### src/rtl/shift_reg_univ.sv
// rtl/shift_reg_univ.sv - parametrised universal shift register (load, shift, rotate, arithmetic)
// Define SHIFT_REG_UNIV_BURST_EN to build the multi-cycle burst-shift engine (start/busy/done).
module shift_reg_univ #(
  parameter int WIDTH = 8,
  parameter int AW    = $clog2(WIDTH + 1)
) (
  input  logic             clk,
  input  logic             rst_n,
  input  logic [WIDTH-1:0] D,
  input  logic             D_sr,
  input  logic             D_sl,
  input  logic             ld,
  input  logic             sr,
  input  logic             sl,
  input  logic [1:0]       mode,
  input  logic             start,
  input  logic             dir,
  input  logic [AW-1:0]    amt,
  output logic [WIDTH-1:0] Q,
  output logic             so,
  output logic             busy,
  output logic             done
);

  localparam logic [1:0] MODE_ROT = 2'b01;
  localparam logic [1:0] MODE_ARI = 2'b10;

  logic [WIDTH-1:0] q_r;
  logic [WIDTH-1:0] q_nxt;
  logic             so_r;
  logic             so_nxt;

  // Result is {bit leaving the register, shifted register}; mode 11 falls into the logical default.
  function automatic logic [WIDTH:0] shift1(
    input logic [WIDTH-1:0] q,
    input logic             right,
    input logic [1:0]       m,
    input logic             fill_r,
    input logic             fill_l
  );
    logic fin;
    if (right) begin
      case (m)
        MODE_ROT: fin = q[0];
        MODE_ARI: fin = q[WIDTH-1];
        default:  fin = fill_r;
      endcase
      return {q[0], fin, q[WIDTH-1:1]};
    end else begin
      case (m)
        MODE_ROT: fin = q[WIDTH-1];
        MODE_ARI: fin = 1'b0;
        default:  fin = fill_l;
      endcase
      return {q[WIDTH-1], q[WIDTH-2:0], fin};
    end
  endfunction

`ifdef SHIFT_REG_UNIV_BURST_EN
  typedef enum logic {IDLE, RUN} state_t;

  state_t        state;
  state_t        state_nxt;
  logic [AW-1:0] cnt;
  logic [AW-1:0] cnt_nxt;
  logic          bdir;
  logic          bdir_nxt;
  logic [1:0]    bmode;
  logic [1:0]    bmode_nxt;
  logic          done_r;
  logic          done_nxt;

  always_ff @(posedge clk or negedge rst_n) begin
    if (!rst_n) begin
      state  <= IDLE;
      cnt    <= '0;
      bdir   <= 1'b0;
      bmode  <= 2'b00;
      done_r <= 1'b0;
    end else begin
      state  <= state_nxt;
      cnt    <= cnt_nxt;
      bdir   <= bdir_nxt;
      bmode  <= bmode_nxt;
      done_r <= done_nxt;
    end
  end

  assign busy = (state == RUN);
  assign done = done_r;
`else
  logic unused_burst;
  assign unused_burst = ^{start, dir, amt};
  assign busy = 1'b0;
  assign done = 1'b0;
`endif

  always_ff @(posedge clk or negedge rst_n) begin
    if (!rst_n) begin
      q_r  <= '0;
      so_r <= 1'b0;
    end else begin
      q_r  <= q_nxt;
      so_r <= so_nxt;
    end
  end

  // Priority: ld > running burst > start > sr > sl.
  always_comb begin
    q_nxt  = q_r;
    so_nxt = so_r;
`ifdef SHIFT_REG_UNIV_BURST_EN
    state_nxt = state;
    cnt_nxt   = cnt;
    bdir_nxt  = bdir;
    bmode_nxt = bmode;
    done_nxt  = 1'b0;
`endif
    if (ld) begin
      q_nxt = D;
`ifdef SHIFT_REG_UNIV_BURST_EN
      state_nxt = IDLE;
      cnt_nxt   = '0;
`endif
    end
`ifdef SHIFT_REG_UNIV_BURST_EN
    else if (state == RUN) begin
      {so_nxt, q_nxt} = shift1(q_r, ~bdir, bmode, D_sr, D_sl);
      cnt_nxt         = cnt - AW'(1);
      if (cnt == AW'(1)) begin
        state_nxt = IDLE;
        done_nxt  = 1'b1;
      end
    end else if (start) begin
      bdir_nxt  = dir;
      bmode_nxt = mode;
      if (amt == '0) begin
        done_nxt = 1'b1;
      end else begin
        {so_nxt, q_nxt} = shift1(q_r, ~dir, mode, D_sr, D_sl);
        cnt_nxt         = amt - AW'(1);
        if (amt == AW'(1)) begin
          done_nxt = 1'b1;
        end else begin
          state_nxt = RUN;
        end
      end
    end
`endif
    else if (sr) begin
      {so_nxt, q_nxt} = shift1(q_r, 1'b1, mode, D_sr, D_sl);
    end else if (sl) begin
      {so_nxt, q_nxt} = shift1(q_r, 1'b0, mode, D_sr, D_sl);
    end
  end

  assign Q  = q_r;
  assign so = so_r;

endmodule

### config.mk
export PLATFORM = sky130hd
export DESIGN_NAME = shift_reg_univ
export DESIGN_NICKNAME = d
export VERILOG_FILES = /design/src/rtl/shift_reg_univ.sv
export SDC_FILE = /design/constraint.sdc
export NUM_CORES = 1
export LEC_CHECK = 0
export ABC_AREA = 1
export BUFFER_PORTS_ARGS = -buffer_cell sky130_fd_sc_hd__buf_2
export CAP_MARGIN = 20
export CORE_MARGIN = 3
export CORE_UTILIZATION = 40
export CTS_BUF_LIST = sky130_fd_sc_hd__clkbuf_16
export DETAILED_ROUTE_END_ITERATION = 10
export GPL_TIMING_DRIVEN = 0
export HOLD_SLACK_MARGIN = 0.03
export PLACE_DENSITY = 0.78
export SLEW_MARGIN = 20
export SYNTH_ARGS = -nofsm -noshare
export SYNTH_HDL_FRONTEND = slang
export SYNTH_SLANG_ARGS = --single-unit
export TNS_END_PERCENT = 5
### constraint.sdc
create_clock -name clk -period 2.1 [get_ports clk]
set_clock_uncertainty 0.1 [all_clocks]
set_input_delay 0.21 -clock clk [delete_from_list [all_inputs] [get_ports clk]]
set_output_delay 0.21 -clock clk [all_outputs]
set_load 0.005 [all_outputs]
==> impl_metrics.toml, run 1 <==
[status]
status = "complete, no violations"

[final_layout]
post-route-util_pct = 58.2
antennaDiodeCount = 0
instances_no_fill = 139
post-route-cell-area_um2 = 897
drive_gt1_share_pct = 30.9
fill_cells = 162
fin_nets = 149
syn_to_final_growth_pct = 34.0

[timing]
hold_viol = 0
period_share_pct = 53.6
finalSetupViolCount = 0
tns_ns = 0
rsz0062_at_grt = "false"
finalWorstSetupSlack_ns = 0.975
fin_crit_ns = 1.13
slew_violations = 0
max_freq_ghz = 0.889

[clock_tree]
clk_path_buf_depth = 2
postCtsSetupRepairBufs = 0
cts_root_buffer = "clkbuf_16"
numCtsBuffers = 3
h-tree-depth = 1
clk_pin_slew_worst_paths_ns = 0.04
cts.sink_count = 9
cts_tree = "yes"
clk-insertion-delay-late_ns = 0.24

[place]
gp_congestion = 0.799
io_buffers = 23
place_ws_ns = 0.903
dp_hpwl_mm = 1.23
dpl-instance-area_um2 = 808
dp.cells = 134

[logic_synthesis]
yosysWarnings = 0
synth_seq_area_share_pct = 33.6
synth.distinct_cells = 21
synthCells = 94
syn-cell-area_um2 = 669
syn_area_per_cell_um2 = 7.12
ys_seq_elements = 9

[die]
rows = 14
start_util_pct = 43.4
die_w_um = 46.9
core_area_mm2 = 0.00154
io_pins = 34
dieHeight_um = 46.9
die-area_mm2 = 0.00220

[grt]
grt_overflow = 0
grt_pass1_vias = 604
grt_usage_pct = 17.9
antenna_found_initial = 0
grt_max_degree = 11
grt_pass1_wl_mm = 2.62

[routing]
wire_per_inst_um = 12.1
viasPerCell = 4.96
drt_iter0_drc = 11
drc = 0
vias = 689
drtAntennaViolNets = 0
dr.pass1.iters = 4
wl_mm = 1.68

[hold_path]
hold_path.class = "primary input to flip-flop"
min-delay-start = "D[5]"

[power]
leakagePower_nw = 0.511
seqPwrFrac_pct = 31.3
power.internal_mw = 0.508
p_sw_mw = 0.183
peakVddDrop_mv = 0.417
power_density_mw_per_mm2 = 770
switching_share_pct = 26.5
power_frac_comb_pct = 20.1
clkPwrFrac_pct = 48.6

[worst_setup_path]
critPathCaptureType = "output pin"
crit_type = "flip-flop to output pin"
startpoint = "Q[7]"
path_buf_inv = 1
crit_fanout = 5
crit_family = "flip-flops"
crit_path_cell_trace = "buf_2"
startpoint_type = "flip-flop"
timing.rr.start = "Q[0]"
crit_required_ns = 1.79
arrival_ns = 0.82
cpMaxStageDelayCell = "dfrtp_1"
critPathMaxStageDelay_ns = 0.43

[flow_run]
cap_violations = 0
## cell families (layout without fill, tap and decap cells)
group / count (synthesis) / after routing / share of synthesized area [%]
flops: 9 / 9 / 33.6
compound gates: 10 / 10 / 8.78
other cells: 1 / 2 / 0.560
buf+inv: 16 / 44 / 14.2
fa+ha+maj: 2 / 2 / 3.74
simple gates: 56 / 56 / 39.1
## per-stage QoR
step                      hold slack (ns)  power, mW
final                              0.0918      0.691
after global routing                0.114      0.730
after CTS                          0.0928      0.700
after detailed placement          -0.0234      0.354
after global placement            -0.0277      0.347
after floorplan                    -0.186      0.296
## routing by layer
metal	up-vias	wire length, um	part of all wire, %	track usage (%)
met5	-	0	0	0
met4	0	71	4.2	13.3
met3	8	143	8.5	6.51
met2	37	805	48	28.5
met1	296	657	39	19.4
li1	348	-	-	-
## power by group through the flow
stage / combinational (mW) / clock [mW] / sequential (mW)
finish: 0.139 / 0.336 / 0.216
global route: 0.157 / 0.354 / 0.220
CTS: 0.140 / 0.343 / 0.216
detailed placement: 0.136 / 0 / 0.217
global placement: 0.132 / 0 / 0.215
floorplan: 0.0802 / 0 / 0.216
## synth_stat cells (all sizes together)
cell,n,area share [%]
nand3b,1,1.1
dfrtp,9,34
inv,11,6.9
or2,1,0.94
a21oi,2,1.5
nand2,37,22
nor2,8,8.0
buf,5,7.3
o21ai,6,5.0
ha,2,3.7
nand3,9,6.7
conb,1,0.56
o211ai,2,2.2
## state kept, by name, indices dropped and copies added (netlist names)
name,cells
Q,8
so,1
## worst paths after layout
kind	cells past startpoint	end	slack (ns)
min	3	Q[5]	0.09
min in group asynchronous	2	Q[0]	0.26
min reg2reg	2	so	0.40
max reg2reg	6	Q[7]	1.09
max in group asynchronous	2	Q[1]	1.45
max	1	Q[7]	0.97
## timing repair
action / 4_1_cts / 5_1_grt
hold endpoints to repair: 9 / 0
resized for setup: 0 / 0
hold buffers: 1 / 0
## cell type report
cell class | count | area [um2] | area share [%]
multi-input cells | 70 | 353 | 39.3
flip-flops and latches | 9 | 225 | 25.1
repair buffers | 24 | 125 | 13.9
clock buffers | 3 | 75.1 | 8.37
plain buffers | 5 | 48.8 | 5.44
inverters | 11 | 46.3 | 5.16
well taps | 16 | 20.0 | 2.23
clock inverters | 1 | 3.75 | 0.418
## cell usage in the layout, fill, tap and decap left out
master         instances
nor2_1                 6
nand3b_1               1
nand2_1               35
conb_1                 2
o21ai_1                2
inv_4                  2
or2_0                  1
a21oi_1                2
dlygate4sd3_1          1
nor2_4                 1
ha_1                   2
nand2_4                1
nand3_1                9
dfrtp_1                9
inv_1                 10
buf_6                  3
nor2_8                 1
clkbuf_16              3
o21ai_2                1
nand2_2                1
o21ai_0                3
buf_2                 23
o211ai_1               2
buf_4                  2
Power figures use the tool's default switching activity.
==> run 2: changes to the inputs <==
--- a/config.mk
+++ b/config.mk
@@ -9,12 +9,12 @@
 export BUFFER_PORTS_ARGS = -buffer_cell sky130_fd_sc_hd__buf_2
 export CAP_MARGIN = 20
 export CORE_MARGIN = 3
-export CORE_UTILIZATION = 40
+export CORE_UTILIZATION = 39
 export CTS_BUF_LIST = sky130_fd_sc_hd__clkbuf_16
 export DETAILED_ROUTE_END_ITERATION = 10
 export GPL_TIMING_DRIVEN = 0
 export HOLD_SLACK_MARGIN = 0.03
-export PLACE_DENSITY = 0.78
+export PLACE_DENSITY = 0.79
 export SLEW_MARGIN = 20
 export SYNTH_ARGS = -nofsm -noshare
 export SYNTH_HDL_FRONTEND = slang
==> constraint.sdc (replaced) <==
create_clock -name clk -period 1 [get_ports clk]
set_clock_uncertainty 0.1 [all_clocks]
set_input_delay 0.1 -clock clk [delete_from_list [all_inputs] [get_ports clk]]
set_output_delay 0.1 -clock clk [all_outputs]
set_load 0.005 [all_outputs]
==> run 2 against run 1 <==
  * The run now ends with setup timing left
  * Count of clock-buffer cells in the layout is the same
  * Sequential power grew 110%
  * Via count grew 0.29%
  * Total power grew 110%
  * Utilization grew 1.3 points
  * Critical path depth is the same
  * Critical path type unchanged
  * Critical endpoint unchanged
  * Largest cell class unchanged
==> impl_metrics.toml, run 2 (synthesis gave the netlist of run 1 again) <==
[clock_tree]
cts_root_buffer = "clkbuf_16"
cts_tree = "yes"
cts.sink_count = 9
clk_pin_slew_worst_paths_ns = 0.04
clk_path_buf_depth = 2
numCtsBuffers = 3
h-tree-depth = 1
clk-insertion-delay-late_ns = 0.24

[routing]
wl_mm = 1.56
viasPerCell = 4.87
wire_per_inst_um = 11.0
dr.pass1.iters = 4
drtAntennaViolNets = 0
drt_iter0_drc = 13
vias = 691
drc = 0

[power]
clkPwrFrac_pct = 48.5
peakVddDrop_mv = 0.838
seqPwrFrac_pct = 31.0
leakagePower_nw = 0.522
p_sw_mw = 0.372
power_density_mw_per_mm2 = 1560
power.internal_mw = 1.07
power_frac_comb_pct = 20.4
switching_share_pct = 25.7

[die]
core_area_mm2 = 0.00156
die_w_um = 47.4
io_pins = 34
rows = 14
die-area_mm2 = 0.00225
dieHeight_um = 47.4
start_util_pct = 42.9

[worst_setup_path]
critPathMaxStageDelay_ns = 0.42
crit_family = "flip-flops"
reg2reg_slack_ns = 0.05
crit_path_cell_trace = "buf_2"
cpMaxStageDelayCell = "dfrtp_1"
worst_r2r_path_depth = 6
path_buf_inv = 1
crit_type = "flip-flop to output pin"
timing.rr.start = "Q[0]"
critPathCaptureType = "output pin"
startpoint_type = "flip-flop"
crit_required_ns = 0.80
r2r-end = "Q[7]"
arrival_ns = 0.80
crit_fanout = 5

[hold_path]
min-delay-start = "ld"
holdPathStages = 3
hold_path.class = "primary input to flip-flop"
hold_path_end = "Q[2]"

[status]
violations = "setup timing"
status = "finished, violations left"

[timing]
slew_violations = 0
max_freq_ghz = 0.998
rsz0062_at_grt = "true"
period_share_pct = 100
finalSetupViolCount = 1
hold_viol = 0
finalWorstSetupSlack_ns = -0.00182
fin_crit_ns = 1.00

[final_layout]
instances_no_fill = 142
largest_reg_flops = 8
multiInputGateArea_um2 = 353
drive_gt1_share_pct = 31.0
ff_latch_area_um2 = 225
fill_cells = 138
layout_common_cells = "nand2_1 (35), buf_2 (23), dfrtp_1 (9), inv_1 (9), nand3_1 (9)"
syn_to_final_growth_pct = 38.5
final_common_cell = "nand2_1"
antennaDiodeCount = 0
post-route-util_pct = 59.5
fin_nets = 152

[grt]
grt_usage_pct = 14.9
grt_overflow = 0
grt_pass1_wl_mm = 2.32
grt_pass1_vias = 550
antenna_found_initial = 0
grt_max_degree = 11

[place]
io_buffers = 23
dp.cells = 134
dp_hpwl_mm = 1.19
gp_congestion = 0.776

[flow_run]
cap_violations = 0
==> run 2: cell count changes in the layout (fill, tap and decap cells not counted), sizes merged <==
cell,before,now
dlygate4sd3,1,4
==> run 2: metal layers <==
layer	vias up	track usage (%)	part of all wire [%]
li1	353	-	-
met1	309	18.9	42
met2	24	23.0	49
met3	5	2.63	5.8
met4	0	9.94	3.1
met5	-	0	0
==> run 2: worst max-delay path by stage <==
| stage | startpoint | to | slack [ns] | cells past startpoint |
|---|---|---|---|---|
| detailed placement | mode[0] | Q[0] | -0.10 | 7 |
| global route | Q[7] | Q[7] | -0.01 | 1 |
| finish | Q[7] | Q[7] | -0.002 | 1 |
| CTS | Q[7] | Q[7] | -0.006 | 1 |
| floorplan | Q[0] | Q[7] | 0.06 | 6 |
| global placement | mode[0] | Q[0] | -0.05 | 7 |
==> run 2: layout make-up <==
type                    instances  share of cell area [%]
multi-input cells              70                    38.1
flip-flops and latches          9                    24.3
clock buffers                   3                    8.10
clock inverters                 1                   0.405
well taps                      16                    2.16
plain buffers                   5                    5.26
repair buffers                 27                    16.7
inverters                      11                    4.99
==> run 2: per-stage QoR <==
step / setup TNS, ns / worst slack [ns] / cell area [um2] / power [mW] / hold WS, ns
5_1_grt: -0.0263 / -0.0125 / 927 / 1.50 / 0.0520
6_report: -0.00182 / -0.00182 / 927 / 1.45 / 0.0393
3_3_place_gp: -0.0479 / -0.0479 / 808 / 0.730 / -0.139
3_5_place_dp: -0.108 / -0.102 / 808 / 0.738 / -0.134
2_1_floorplan: 0 / 0.0553 / 673 / 0.622 / -0.296
4_1_cts: -0.00643 / -0.00643 / 927 / 1.46 / 0.0446
==> run 2: power groups by stage <==
stage          Combinational, mW  Sequential (mW)  Clock (mW)
2_1_floorplan              0.168            0.453           0
3_3_place_gp               0.277            0.453           0
3_5_place_dp               0.285            0.453           0
4_1_cts                    0.299            0.450       0.713
5_1_grt                    0.333            0.455       0.716
6_report                   0.296            0.449       0.702
==> run 2: what timing repair did <==
action,in CTS,in global routing
hold endpoints to repair,12,0
setup endpoints to repair,2,3
setup buffers,0,0
pin swaps,0,1
resized for setup,1,0
gates cloned,0,0
hold buffers,4,0
